## config.mk

```make
export PLATFORM = sky130hd
export DESIGN_NAME = inst_fetch_unit
export DESIGN_NICKNAME = d
export VERILOG_FILES = /design/src/rtl/inst_fetch_unit.sv
export SDC_FILE = /design/constraint.sdc
export NUM_CORES = 1
export LEC_CHECK = 0
export CORE_MARGIN = 2
export CORE_UTILIZATION = 40
export DETAILED_ROUTE_END_ITERATION = 8
export HOLD_SLACK_MARGIN = 0.12
export PLACE_DENSITY = 0.66
export SLEW_MARGIN = 20
export SYNTH_ARGS = -nofsm -noshare
export SYNTH_HDL_FRONTEND = slang
export SYNTH_SLANG_ARGS = --single-unit
```

## constraint.sdc

```tcl
create_clock -name clk -period 5.68 [get_ports clk]
set_input_delay 0.852 -clock clk [delete_from_list [all_inputs] [get_ports clk]]
set_output_delay 0.852 -clock clk [all_outputs]
set_load 0.05 [all_outputs]
```

## src/rtl/inst_fetch_unit.sv

```systemverilog
// inst_fetch_unit: owns the fetch PC, issues in-order instruction reads over a valid/ready
// request channel and hands returned instructions, tagged with their PC and fault status,
// to the core over a valid/ready output channel. A redirect restarts fetch at a new PC and
// discards every older in-flight or buffered instruction.
//
// Ports:
//   clk, rst                      clock; synchronous active-low reset
//   redirect_valid, redirect_pc   restart fetch at redirect_pc (bits [1:0] forced to 0)
//   imem_req_valid/ready/addr     instruction memory read request
//   imem_rsp_valid/data/err       in-order read response, never back-pressured
//   out_valid/ready/inst/pc/fault instruction handed to the core
module inst_fetch_unit #(
  parameter int unsigned     XLEN     = 32,
  parameter int unsigned     ILEN     = 32,
  parameter logic [XLEN-1:0] RESET_PC = 32'h8000_0000,
  parameter int unsigned     DEPTH    = 2
) (
  input  logic            clk,
  input  logic            rst,
  input  logic            redirect_valid,
  input  logic [XLEN-1:0] redirect_pc,
  output logic            imem_req_valid,
  input  logic            imem_req_ready,
  output logic [XLEN-1:0] imem_req_addr,
  input  logic            imem_rsp_valid,
  input  logic [ILEN-1:0] imem_rsp_data,
  input  logic            imem_rsp_err,
  output logic            out_valid,
  input  logic            out_ready,
  output logic [ILEN-1:0] out_inst,
  output logic [XLEN-1:0] out_pc,
  output logic            out_fault
);

  localparam int unsigned     PW  = $clog2(DEPTH);
  localparam int unsigned     CW  = $clog2(DEPTH + 1);
  localparam logic [XLEN-1:0] INC = XLEN'(ILEN / 8);

  logic [XLEN-1:0]  r_fetch_pc;
  logic [XLEN-1:0]  r_pc   [DEPTH];
  logic [ILEN-1:0]  r_inst [DEPTH];
  logic [DEPTH-1:0] r_fault;
  logic [DEPTH-1:0] r_filled;
  logic [PW-1:0]    r_head;
  logic [PW-1:0]    r_tail;
  logic [PW-1:0]    r_fill;   // oldest reserved-but-unfilled entry
  logic [CW-1:0]    r_count;  // reserved entries, filled or not
  logic [CW-1:0]    r_pend;   // reserved entries still waiting for data
  logic [CW-1:0]    r_drop;   // responses still owed to requests killed by a redirect

  logic             w_pop;
  logic             w_accept;
  logic             w_fill;
  logic             w_rsp_drop;
  logic             w_rsp_any;
  logic [CW:0]      w_occ;
  logic [CW:0]      w_inflight;
  logic [CW:0]      w_drop_redir;
  logic [DEPTH-1:0] w_filled_d;
  logic             w_unused_pc_lsb;

  assign w_unused_pc_lsb = ^redirect_pc[1:0];

  assign out_valid = rst & (r_count != '0) & r_filled[r_head];
  assign w_pop     = out_valid & out_ready;

  // Credits cover both live entries and responses still owed for dropped requests; a slot
  // freed by this cycle's pop may be reused immediately.
  assign w_occ          = {1'b0, r_count} + {1'b0, r_drop} - {{CW{1'b0}}, w_pop};
  assign imem_req_valid = rst & ~redirect_valid & (w_occ < (CW + 1)'(DEPTH));
  assign imem_req_addr  = r_fetch_pc;
  assign w_accept       = imem_req_valid & imem_req_ready;

  assign w_rsp_drop = imem_rsp_valid & (r_drop != '0);
  assign w_fill     = imem_rsp_valid & (r_drop == '0) & (r_pend != '0);

  // On redirect every unfilled entry becomes a drop; a response arriving in the same cycle
  // settles one of them.
  assign w_inflight   = {1'b0, r_pend} + {1'b0, r_drop};
  assign w_rsp_any    = imem_rsp_valid & (w_inflight != '0);
  assign w_drop_redir = w_inflight - {{CW{1'b0}}, w_rsp_any};

  assign out_inst  = out_valid ? r_inst[r_head]  : '0;
  assign out_pc    = out_valid ? r_pc[r_head]    : '0;
  assign out_fault = out_valid ? r_fault[r_head] : 1'b0;

  always_comb begin
    w_filled_d = r_filled;
    if (w_pop)    w_filled_d[r_head] = 1'b0;
    if (w_accept) w_filled_d[r_tail] = 1'b0;
    if (w_fill)   w_filled_d[r_fill] = 1'b1;
  end

  always_ff @(posedge clk) begin
    if (!rst) begin
      r_fetch_pc <= RESET_PC;
      r_head     <= '0;
      r_tail     <= '0;
      r_fill     <= '0;
      r_count    <= '0;
      r_pend     <= '0;
      r_drop     <= '0;
      r_filled   <= '0;
    end else if (redirect_valid) begin
      r_fetch_pc <= {redirect_pc[XLEN-1:2], 2'b00};
      r_head     <= '0;
      r_tail     <= '0;
      r_fill     <= '0;
      r_count    <= '0;
      r_pend     <= '0;
      r_drop     <= w_drop_redir[CW-1:0];
      r_filled   <= '0;
    end else begin
      if (w_accept) begin
        r_fetch_pc <= r_fetch_pc + INC;
        r_tail     <= r_tail + PW'(1);
      end
      if (w_pop)      r_head <= r_head + PW'(1);
      if (w_fill)     r_fill <= r_fill + PW'(1);
      if (w_rsp_drop) r_drop <= r_drop - CW'(1);
      r_count  <= r_count + CW'(w_accept) - CW'(w_pop);
      r_pend   <= r_pend + CW'(w_accept) - CW'(w_fill);
      r_filled <= w_filled_d;
    end
  end

  // Payload storage needs no reset: it is only visible through a filled head entry.
  always_ff @(posedge clk) begin
    if (w_accept) begin
      r_pc[r_tail] <= r_fetch_pc;
    end
    if (w_fill && rst && !redirect_valid) begin
      r_inst[r_fill]  <= imem_rsp_data;
      r_fault[r_fill] <= imem_rsp_err;
    end
  end

  a_rsp_expected: assert property (@(posedge clk) disable iff (!rst)
    imem_rsp_valid |-> (r_pend != '0 || r_drop != '0))
    else $error("imem response with nothing outstanding");

endmodule

```

# After elaboration in Yosys (flattened, before gate mapping)
# Memory sizes are Yosys's and may differ from the RTL's. A register that Yosys moved wholly into a read port is not among the register bits.
# Cells that the tools add are included.
classes:
  add_sub_neg: 13
  mux: 29
  bitwise_logic: 17
  n_lt_le_gt_ge: 7
  reduce_logical: 14
ops:
  columns: ["op", "n"]
  rows:
  - ["two-way mux 32 bit", 4]
  - ["adder 32 x 3 -> 32 bit (second input constant)", 1]
  - ["two-way mux 1 bit", 16]
  - ["bitwise AND 1 bit", 10]
  - ["two-way mux 2 bit", 5]
  - ["nonzero test 2 bit", 5]
  - ["adder 2 x 2 -> 3 bit", 2]
  - ["< comparator 1 x 2 -> 1 bit (second input constant)", 3]
  - ["subtractor 2 x 1 -> 2 bit", 3]
  - ["logical AND 1 bit", 5]
  - ["adder 2 x 1 -> 2 bit", 2]
  - ["bitwise AND 2 bit", 2]
  - ["inverter 2 bit", 2]
  - ["adder 1 bit (second input constant)", 3]
  - ["demux 1 bit (select 1 bit)", 3]
  - [">= comparator 1 bit (second input constant)", 3]
  - ["< comparator 3 x 2 -> 1 bit (second input constant)", 1]
  - ["nonzero test 3 bit", 1]
  - ["subtractor 3 x 1 -> 3 bit", 1]
  - ["bitwise mux 2 bit", 1]
  - ["logical NOT 2 bit", 1]
  - ["inverter 1 bit", 2]
  - ["OR 2 bit", 1]
  - ["OR reduction 2 bit", 1]
  - ["2 further kinds", 2]
word_totals:
  regBits: 45
  in_bits: 71
  out_inout_bits: 99
  ram_bits: 128
  memories: 2
  wordCells: 92
memory_table:
  columns: ["name", "depth", "width", "read_ports", "rd_clocked_by_memory_dff", "wr", "line_no", "source"]
  rows:
  - ["r_inst", 2, 32, 1, 1, 1, "41", "logic [ILEN-1:0] r_inst [DEPTH];"]
  - ["r_pc", 2, 32, 1, 1, 1, "40", "logic [XLEN-1:0] r_pc [DEPTH];"]

# Depth between registers and ports, before layout
logic_depth:
  depth_word: 11
  mapped_depth: 17
  mapped_depth_nobuf: 16

# Worst setup path before layout
# No wires, ideal clock.
synth_path:
  kind: "input to register"
  startpoint: "in rst"
  endpoint: "mem r_pc[0][10] (enable)"
  setup_time_ns: 0.418
  path_buffers: 2
  slack_ns: 0.563
  cell_stages: 12
  required_time_ns: 5.262
  arrival_ns: 4.699
  path_cell_list: "clkbuf_2 > o211ai_1 > inv_1 > nand2_1 > nor2_1 > o21ai_0 > fa_1 > nand4b_4 > nor2_4 > inv_2 > buf_2 > nor2_1"
synth_between:
  elab_chain_cells: 9
  word_cells_on_any_way: 10
  classes_between: "add/sub: 1; order compare: 1; mux: 2; bitwise: 6"
synth_rtl:
  columns: ["item", "line_no", "source"]
  rows:
  - ["from (decl)", "19", "input logic rst,"]
  - ["bitwise AND 1 bit (2 in a row)", "64", "assign out_valid = rst & (r_count != '0) & r_filled[r_head];"]
  - ["via out_valid", "28", "output logic out_valid,"]
  - ["bitwise AND 1 bit", "65", "assign w_pop = out_valid & out_ready;"]
  - ["subtractor 3 x 1 -> 3 bit", "69", "assign w_occ = {1'b0, r_count} + {1'b0, r_drop} - {{CW{1'b0}}, w_pop};"]
  - ["< comparator 3 x 2 -> 1 bit", "70", "assign imem_req_valid = rst & ~redirect_valid & (w_occ < (CW + 1)'(DEPTH));"]
  - ["bitwise AND 1 bit", "70", null]
  - ["bitwise AND 1 bit", "72", "assign w_accept = imem_req_valid & imem_req_ready;"]
  - ["two-way mux 1 bit", "129", "if (w_accept) begin"]
  - ["two-way mux 1 bit (not written as such)", "130", "r_pc[r_tail] <= r_fetch_pc;"]
  - ["to (decl)", "40", null]
# The timed path passes the listed nets, and every way through them passes these cells.

# Worst setup path after layout
layout_path:
  startpoint: "in rst"
  endpoint: "out imem_req_valid"
layout_between:
  elab_chain_cells: 6
  word_cells_on_any_way: 7
  classes_between: "add/sub: 1; order compare: 1; bitwise: 5"
layout_rtl:
  columns: ["item", "line_no", "source"]
  rows:
  - ["bitwise AND 1 bit (2 in a row)", "64", null]
  - ["bitwise AND 1 bit", "65", null]
  - ["subtractor 3 x 1 -> 3 bit", "69", null]
  - ["< comparator 3 x 2 -> 1 bit", "70", null]
  - ["bitwise AND 1 bit (*)", "70", null]
  - ["to (decl)", "22", "output logic imem_req_valid,"]
# Mark *: on every way between the ends. The rest lies on a longest branch, timed or not.

==> flow_metrics.tcl <==
set metrics [dict create \
    outcome "complete, no violations" \
    clk_latency_ns 0.42 \
    leakagePower_nw 3.188 \
    syn2layout_area_growth_pct 34.51 \
    holdBufCountCts 0 \
    power_switching_mw 0.6501 \
    cp-start-kind "input pin" \
    postRouteAntennaNets 0 \
    ys.flop_type "edfxtp_1" \
    max_freq_ghz 0.2467 \
    drcViolationCount 0 \
    post-route-min-period_ns 4.053 \
    ctsHtreeMaxLevel 4 \
    clockBufferDepth 2 \
    vias 4997 \
    ios 170 \
    clk_pin_slew_worst_paths_ns 0.06 \
    synth_top_area_share_pct 52.45 \
    initial_utilization_pct 40.44 \
    synth-seq-cells 168 \
    grt_max_degree 64 \
    grt_pass1_wl_mm 26.17 \
    globalplace.congestion 0.8373 \
    syn_area_sq_mm 0.007214 \
    final.setup.tns_ns 0 \
    swShare_pct 23.22 \
    hold_path.class "reg -> reg" \
    p_comb_share_pct 9.1 \
    skew_ns 0.01292 \
    cp_max_fo 4 \
    dr.pass1.iters 5 \
    grt.total_usage_pct 17.50 \
    cts-root-buf "clkbuf_16" \
    die_w_um 138.3 \
    synth.area.top_cells "edfxtp_1, dfxtp_1, mux2i_1" \
    pre_cts_ws_ns 1.226 \
    async_flop_share_pct 0 \
    rsz0062_at_grt "false" \
    grt-ovfl-total 0 \
    fin_nets 811 \
    avgSynthCellArea_sq_um 12.70 \
    yosysMostFrequentCell "edfxtp_1" \
    antenna_cells 0 \
    seq_area_frac_synth_pct 64.10 \
    die_area_sq_mm 0.01913 \
    end_kind "primary output" \
    finalSetupViolations 0 \
    antenna_found_initial 0 \
    core_area_sq_mm 0.01784 \
    clock_sinks 168 \
    holdPathEnd "r_filled[1]$_SDFF_PP0_" \
    slew_violations 0 \
    p_seq_share_pct 49.4 \
    cts.repair.resized 0 \
    drv_cap 0 \
    ys_types 55 \
    p_int_mw 2.150 \
    clockPowerShare_pct 41.5 \
    nFillCells 1499 \
    yosys_warnings 0 \
    grt_pass1_vias 4939 \
    ir_drop_uv 185.4 \
    wl_mm 16.77 \
    slew_headroom_pct 31.51 \
    hold_depth 1 \
    rrSetupSlack_ns 1.97 \
    post_cts_buffers 0 \
    dp_hpwl_mm 11.45 \
    cts_tree "done" \
    finalHoldWorstSlack_ns 0.4996 \
    num_rows 49 \
    synth_cells 568 \
    pwr_density_cell_mw_per_mm2 288.5 \
    die_h_um 138.3 \
    hp-start "r_filled[1]$_SDFF_PP0_" \
    drive_gt1_share_pct 6.604 \
    drt_iter0_drc 339 \
    wl_per_cell_um 17.27 \
    r2r-end "r_pc[0][3]$_DFFE_PP_" \
    synth-edff-count 126 \
    numCtsBuffers 17 \
    viasPerCell 5.146 \
    hold_violations 0 \
    tightest_slew_ns 1.025 \
    ff2ff_path_depth 12 \
    timing.rr.start "r_head$_SDFFE_PP0P_" \
    critical_path_class "in -> out" \
    crit_arrival_ns 3.20 \
    cp.required_ns 4.83 \
    period_share_pct 71.35 \
    crit_path_start "rst" \
    synthTopCellsByCount "edfxtp_1, nor2_1, mux2i_1" \
    worst_slack_ns 1.627 \
    synth_top_area_cell "edfxtp_1" \
    port_buffers 163 \
]
[routing by layer]
layer	global-route usage (%)	share of wire, %	vias to the layer above
met5	0	0	-
met4	8.861	3.2	0
met3	3.776	5.3	31
li1	-	-	2411
met1	22.28	43	2377
met2	28.35	49	178
[critical path: stages]
cell and delay (ns):
clkdlybuf4s50_1 0.50, o211ai_1 0.13, inv_1 0.13, nand2_1 0.13, nor2_1 0.19, o21ai_0 0.14
fa_1 0.45, xor2_1 0.25, and3_1 0.27, buf_12 0.16
[power groups by stage]
stage          registers [mW]  logic (mW)  clock network (mW)
2_1_floorplan            1.45      0.0988                   0
3_3_place_gp             1.41       0.250                   0
3_5_place_dp             1.41       0.254                   0
4_1_cts                  1.38       0.255                1.18
5_1_grt                  1.39       0.272                1.25
6_report                 1.38       0.254                1.16
[state kept, by name, indices dropped and copies added (netlist names), named ones only]
register	count
r_fill	1
r_count	2
imem_req_addr	30
r_fault	2
r_filled	2
r_pc	60
r_pend	2
r_head	1
r_drop	2
r_inst	64
r_tail	1
[layout by cell type, fill, tap and decap left out, types with 13 or more instances in the layout]
cell | netlist | layout
nand2_1 | 26 | 26
dfxtp_1 | 42 | 41
a21oi_1 | 24 | 24
o21ai_0 | 13 | 13
nor2_1 | 88 | 86
clkdlybuf4s50_1 | 0 | 162
mux2i_1 | 64 | 64
nand3_1 | 15 | 15
xnor2_1 | 17 | 17
clkbuf_16 | 0 | 17
edfxtp_1 | 126 | 126
[kinds of logic after synthesis]
logic type                 count (synthesis)  share of synthesized area [%]
and+or+nand+nor                          179                          12.11
DFF                                      168                          64.10
muxes                                     69                          9.660
AOI/OAI and AO/OA                         68                          5.880
buffers and inverters                     45                          2.705
xor gates and xnor gates                  27                          3.382
adders and majority gates                 11                          2.116
other                                      1                        0.05198
[how the worst max path moves through the flow]
stage,depth (start not counted),end,slack (ns)
after floorplan,12,r_pc[0][10]$_DFFE_PP_,0.56
after global placement,12,r_pc[0][22]$_DFFE_PP_,1.29
after detailed placement,12,r_pc[0][22]$_DFFE_PP_,1.23
after CTS,10,imem_req_valid,1.63
after global routing,16,r_pend[1]$_SDFF_PP0_,1.36
final,10,imem_req_valid,1.63
[per-stage QoR]
stage / instance area, sq um / cells / power, mW / util [%]
global placement: 9076 / 938 / 1.657 / 50.87
finish: 9704 / 971 / 2.800 / 54.39
global route: 9704 / 971 / 2.903 / 54.39
floorplan: 7226 / 571 / 1.546 / -
CTS: 9677 / 970 / 2.821 / 54.24
detailed placement: 9076 / 938 / 1.662 / 50.87
[area by class of cell]
type	instances	area [sq um]	share of cell area [%]
flip-flops and latches	168	4628	47.69
multi-input cells	358	2422	24.96
repair buffers	170	1714	17.66
clock buffers	18	429.2	4.422
well taps	229	286.5	2.953
clock inverters	14	171.4	1.766
inverters	14	52.55	0.5415
Power figures use the tool's default switching activity.
